==> src/rtl/regfile_mp.sv <==
// Multi-port register file with post-reset hardware clear, write-port priority and collision flag.
// Define REGFILE_MP_BYPASS_EN to forward same-cycle write data to matching read lanes.
module regfile_mp #(
  parameter int unsigned XLEN  = 32,
  parameter int unsigned NREGS = 32,
  parameter int unsigned NRD   = 2,
  parameter int unsigned NWR   = 2
) (
  input  logic                 clk_i,
  input  logic                 rst_i,
  output logic                 ready_o,
  input  logic [NRD*$clog2(NREGS)-1:0] rs_addr_i,
  output logic [NRD*XLEN-1:0]  rs_data_o,
  input  logic [NWR-1:0]       wr_en_i,
  input  logic [NWR*$clog2(NREGS)-1:0] wr_addr_i,
  input  logic [NWR*XLEN-1:0]  wr_data_i,
  output logic                 wr_conflict_o
);

  localparam int unsigned AW = $clog2(NREGS);

  localparam logic [0:0] CLEAR = 1'b0;
  localparam logic [0:0] RUN   = 1'b1;

  logic [0:0]    state, state_nxt;
  logic [AW-1:0] clr_idx, clr_idx_nxt;
  logic          ready_nxt;
  logic          conflict_nxt;
  logic          conflict_c;

  logic [XLEN-1:0] mem [NREGS];

  // State register
  always_ff @(posedge clk_i) begin
    if (rst_i) begin
      state         <= CLEAR;
      clr_idx       <= AW'(1);
      ready_o       <= 1'b0;
      wr_conflict_o <= 1'b0;
    end else begin
      state         <= state_nxt;
      clr_idx       <= clr_idx_nxt;
      ready_o       <= ready_nxt;
      wr_conflict_o <= conflict_nxt;
    end
  end

  // Two or more enabled ports targeting the same nonzero address
  always_comb begin
    conflict_c = 1'b0;
    for (int i = 0; i < NWR; i++) begin
      for (int j = i + 1; j < NWR; j++) begin
        if (wr_en_i[i] && wr_en_i[j]
            && (wr_addr_i[i*AW +: AW] == wr_addr_i[j*AW +: AW])
            && (wr_addr_i[i*AW +: AW] != '0)) begin
          conflict_c = 1'b1;
        end
      end
    end
  end

  // Next-state and registered-output logic
  always_comb begin
    state_nxt    = state;
    clr_idx_nxt  = clr_idx;
    ready_nxt    = ready_o;
    conflict_nxt = 1'b0;
    case (state)
      CLEAR: begin
        clr_idx_nxt = clr_idx + AW'(1);
        if (clr_idx == AW'(NREGS - 1)) begin
          state_nxt = RUN;
          ready_nxt = 1'b1;
        end
      end
      RUN: begin
        conflict_nxt = conflict_c;
      end
      default: begin
        state_nxt = CLEAR;
        ready_nxt = 1'b0;
      end
    endcase
  end

  // Storage: clear sweep, then prioritised writes (later ports override earlier ones)
  always_ff @(posedge clk_i) begin
    if (!rst_i) begin
      if (state == CLEAR) begin
        mem[clr_idx] <= '0;
      end else begin
        for (int p = 0; p < NWR; p++) begin
          if (wr_en_i[p] && (wr_addr_i[p*AW +: AW] != '0)) begin
            mem[wr_addr_i[p*AW +: AW]] <= wr_data_i[p*XLEN +: XLEN];
          end
        end
      end
    end
  end

  // Combinational read lanes; zero while clearing and for register 0
  always_comb begin
    rs_data_o = '0;
    for (int k = 0; k < NRD; k++) begin
      if (ready_o && (rs_addr_i[k*AW +: AW] != '0)) begin
        rs_data_o[k*XLEN +: XLEN] = mem[rs_addr_i[k*AW +: AW]];
`ifdef REGFILE_MP_BYPASS_EN
        for (int p = 0; p < NWR; p++) begin
          if (wr_en_i[p] && (wr_addr_i[p*AW +: AW] == rs_addr_i[k*AW +: AW])) begin
            rs_data_o[k*XLEN +: XLEN] = wr_data_i[p*XLEN +: XLEN];
          end
        end
`endif
      end
    end
  end

endmodule

==> config.mk <==
export PLATFORM = sky130hd
export DESIGN_NAME = regfile_mp
export DESIGN_NICKNAME = d
export VERILOG_FILES = /design/src/rtl/regfile_mp.sv
export SDC_FILE = /design/constraint.sdc
export NUM_CORES = 2
export LEC_CHECK = 0
export CORE_MARGIN = 2
export CORE_UTILIZATION = 55
export DETAILED_ROUTE_END_ITERATION = 8
export PLACE_DENSITY = 0.75
export SLEW_MARGIN = 20
export SYNTH_ARGS = -nofsm -noshare
export SYNTH_HDL_FRONTEND = slang
export SYNTH_SLANG_ARGS = --single-unit
==> constraint.sdc <==
create_clock -name clk_i -period 4.7 [get_ports clk_i]
set_input_delay 0.94 -clock clk_i [delete_from_list [all_inputs] [get_ports clk_i]]
set_output_delay 0.94 -clock clk_i [all_outputs]
set_load 0.02 [all_outputs]
Word level (Yosys, flattened, before mapping)
Memories as Yosys holds them, arrays and structs flattened.
Index checks and enable logic that the tools add are counted.

word-level totals
  register bits after elaboration = 8
  bits in writable memories = 1024
  input bits = 88
  logic and storage cells = 42
  memories = 1

memory list
  memory  words  width  rd ports  clocked after memory_dff  wr ports  line  text
  mem     32     32     2         0                         2         31    logic [XLEN-1:0] mem [NREGS];

operators by class
  $add $sub $neg = 1
  eq/ne operators = 2
  multiplexer cells = 19
  bitwise operators = 1
  reductions and logical operators = 14

operators with widths
  operator                                                       count
  32-bit two-way mux                                             3
  32-bit OR reduction                                            1
  5-bit nonzero test                                             4
  1-bit two-way mux                                              15
  1-bit logical AND                                              7
  5-bit by 1-bit adder with 5-bit output, second input constant  1
  5-bit equality test                                            1
  5-bit equality test, second input constant                     1
  5-bit two-way mux                                              1
  2-bit AND reduction                                            1
  2-bit OR reduction                                             1
  1-bit NOT                                                      1

Longest topological paths before layout
  depth in word-level cells = 8
  depth in mapped cells = 9
  mapped depth without buffers = 5

Worst setup path after synthesis
OpenSTA, ideal clock, no wires.

  kind = in2reg
  from = input wr_addr_i[1]
  to = memory mem[16][0], enable pin
  data arrival time = 4.471 ns
  setup slack = -0.241 ns
  stages on the path = 6
  cells stage by stage = clkbuf_1 > nor3_2 > a21oi_2 > buf_2 > o32a_1 > o31ai_1

RTL lines
  what         line  text
  from (decl)  15    input logic [NWR*$clog2(NREGS)-1:0] wr_addr_i,
  to (decl)    31

Worst setup path in the final report
  from = register ready_o
  to = output rs_data_o[29]

on the way
  cells in the longest elaborated chain, start to end = 2

ends and longest elaborated chain
  what                    line  text
  from (decl)             11    output logic ready_o,
  from (signal assigned)  43    ready_o <= ready_nxt;
  1-bit logical AND       105   if (ready_o && (rs_addr_i[k*AW +: AW] != '0)) begin
  32-bit two-way mux      105
  to (decl)               13    output logic [NRD*XLEN-1:0] rs_data_o,

No other way between the ends.

==> metrics.cfg <==
[clock_tree]
cts_tree = yes
cts_buffers = 108
clock_sinks = 1032
cts_root_buffer = clkbuf_16
ctsHoldBuffers = 0
cts.htree.levels = 3
ctsResizeCount = 0
post-cts-setup-buffers = 0
path_clk_slew_ns = 0.06
clk_latency_ns = 0.73
clockBufferDepth = 3

[final_layout]
num-nets-final = 5437
final_common_cell = nand2_1
syn2layout_area_growth_pct = 12.54
fin_area_sq_mm = 0.06696
layout_common_cells = nand2_1, edfxtp_1, o21ai_0
drive_gt1_frac = 0.1939

[drt]
viasPerCell = 7.310
ant_nets = 0
wl_met2_um = 98280
drc_errors = 0
wl_met3_um = 40090
top_layer_used = met5
drt_pre_antenna_iters = 7
wl_met1_um = 72740
wirelength_um = 234100
wl_per_cell_um = 34.18
num_vias = 50084
drtIter0Drc = 9113

[setup_path]
r2r_start = state$_SDFF_PP0_
regToRegSetupSlack_ns = 1.23
crit_type = reg2out
path_cells = nor3b_2 -> and2_2 -> buf_4 -> a21oi_1 -> nand4_1 -> clkdlybuf4s50_1
cp-endpoint = rs_data_o[29]
reg2reg_depth = 5
crit_path_end_kind = output pin
crit_fanout = 15
r2r_end = mem[5][7]$_DFFE_PP_
critPathBufInv = 2
cp.required_ns = 3.76
worstPathArrival_ns = 3.76
cp_top_family = simple AND/OR/NAND/NOR gates
start_kind = register
critPathMaxStageDelay_ns = 0.88
crit_cells = 6
cp-startpoint = ready_o$_SDFFE_PP0P_
slowest_stage = dfxtp_1

[placement]
dp_hpwl_um = 140400
gp_congestion = 0.9609
port_buffers = 153
place_area_sq_mm = 0.06349

[sta]
slew_headroom = 0.2287
setup_viol = 0
whs_ns = 0.5930
drv_slew = 0
hold_violations = 0
fmax_mhz = 212.9
worst_slew_pin_slew_ns = 1.157
post-route-period-util = 0.9992
period_minus_slack_ns = 4.696
rsz0062_at_grt = no
fin_skew_ns = 0.04044

[synth]
synth-seq-cells = 1032
ys_seq_area_frac = 0.5195
synthFlopType = edfxtp_1
syn_inst = 5450
synth_edf_count = 1024
synthDistinctLibCells = 60
avgSynthCellArea_sq_um = 10.92
yosysWarningCount = 0
syn_nets = 5540
synthArstFlopShare = 0
syn-cell-area_sq_mm = 0.05950

[floorplan]
num_rows = 120
start_util = 0.5550
die_area_sq_mm = 0.1108
die_w_um = 332.9
die_y_um = 332.9
io_pins = 154
coreArea_sq_mm = 0.1072

[global_routing]
grt_antenna_before_repair = 14
grt_pass1_wl_um = 329700
grt_usage = 0.4145
overflow = 0
grt_pass1_vias = 47875
grt_max_degree = 69

[power]
switchingPower_mw = 4.832
seqPwrFrac = 0.496
pwr-share-comb = 0.075
finalPower_mw = 20.43
p_leak_nw = 20.97
p_per_area_mw_per_mm2 = 305.1
netSwitchingFraction = 0.2365
power.clock.fraction = 0.429
internal_power_mw = 15.60
peakVddDrop_mv = 0.3149

[min_path]
hp-class = reg2reg

[outcome]
outcome = finished, final reports clean

[flow_run]
maxCapViolCount = 0

cell type report:
class | instances | area [sq um]
inverters | 47 | 176.4
fillers | 8153 | 40240
clock buffers | 127 | 2838
well taps | 1403 | 1755
multi-input cells | 3716 | 26190
flip-flops and latches | 1032 | 30910
clock inverters | 73 | 685.7
diodes | 11 | 27.53
repair buffers | 442 | 4377
power groups by stage:
stage / logic [mW] / clock network, mW / registers, mW
2_1_floorplan: 0.865 / 0 / 10.3
5_1_grt: 1.53 / 9.07 / 10.1
3_3_place_gp: 1.45 / 0 / 10.3
6_report: 1.53 / 8.77 / 10.1
4_1_cts: 1.47 / 8.72 / 10.1
3_5_place_dp: 1.46 / 0 / 10.3
tightest hold or removal path, delay by kind of cell (launching register included):
kind / cells / cell delay [ns]
flip-flops: 1 / 0.36
multiplexers: 1 / 0.14
AND/OR/NAND/NOR: 1 / 0.05
Yosys cell counts (4+ instances only):
cell | number | share of area
nand2_1 | 1098 | 0.069
edfxtp_1 | 1024 | 0.52
o21ai_0 | 848 | 0.071
clkbuf_1 | 407 | 0.026
mux2i_1 | 263 | 0.044
mux4_2 | 252 | 0.095
o21ai_1 | 214 | 0.018
mux2_2 | 193 | 0.037
buf_2 | 191 | 0.016
a22oi_1 | 160 | 0.020
nand3_1 | 100 | 0.0084
nor2b_1 | 71 | 0.0075
o22ai_1 | 68 | 0.0071
a211oi_1 | 64 | 0.0081
a21oi_1 | 61 | 0.0051
nand4_1 | 59 | 0.0062
inv_1 | 47 | 0.0030
and3_1 | 41 | 0.0043
buf_4 | 35 | 0.0044
or3_1 | 34 | 0.0036
o31a_1 | 31 | 0.0046
nor3_1 | 22 | 0.0019
buf_1 | 18 | 0.0011
nor2_1 | 18 | 0.0011
o21bai_1 | 16 | 0.0020
o31ai_1 | 16 | 0.0020
nand2b_1 | 10 | 0.0011
dfxtp_1 | 8 | 0.0027
xnor2_1 | 7 | 0.0010
a31oi_1 | 6 | 0.00063
a32o_1 | 5 | 0.00084
and2_1 | 5 | 0.00053
and4b_1 | 5 | 0.00084
nor3b_1 | 5 | 0.00063
buf_6 | 4 | 0.00076
nand3b_1 | 4 | 0.00050
logic make-up (layout without fill, tap and decap cells):
family                     count (synthesis)  count (layout)  share of synthesized area
other                                      0              11                          0
adders and majority gates                  2               2                  0.0004205
buffers and inverters                    702             689                    0.05102
xor gates and xnor gates                   7               7                   0.001030
AOI/OAI and AO/OA                       1500            1500                     0.1416
muxes                                    711             711                     0.1767
DFF                                     1032            1032                     0.5195
and+or+nand+nor                         1496            1496                     0.1097
flip-flops by register name (all words and copies together) (netlist names):
register	count
mem	1024
clr_idx	5
ready_o	1
state	1
wr_conflict_o	1
worst min-delay path by stage:
stage                                  from                      end  slack, ns  cells past startpoint
floorplan           clr_idx[0]$_SDFFE_PP1N_  clr_idx[0]$_SDFFE_PP1N_       0.54                      2
global placement    clr_idx[0]$_SDFFE_PP1N_  clr_idx[0]$_SDFFE_PP1N_       0.56                      2
detailed placement  clr_idx[0]$_SDFFE_PP1N_  clr_idx[0]$_SDFFE_PP1N_       0.58                      2
CTS                 clr_idx[4]$_SDFFE_PP0N_  clr_idx[4]$_SDFFE_PP0N_       0.60                      2
global route        clr_idx[4]$_SDFFE_PP0N_  clr_idx[4]$_SDFFE_PP0N_       0.65                      2
finish              clr_idx[4]$_SDFFE_PP0N_  clr_idx[4]$_SDFFE_PP0N_       0.59                      2
metal layers:
metal	track usage	vias up
li1	-	20169
met1	0.5042	23488
met2	0.5996	4946
met3	0.1476	1461
met4	0.3275	20
met5	0	-
per-stage QoR:
step	std cells	setup TNS (ns)	util	worst slack [ns]
floorplan	5450	-37.80	-	-0.2414
global placement	6639	0	0.5925	0.1744
detailed placement	6639	0	0.5923	0.2048
CTS	6839	0	0.6251	0.1921
global route	6841	0	0.6244	0.06631
finish	6851	0	0.6246	0.003657
(Power assumes the default switching activity.)
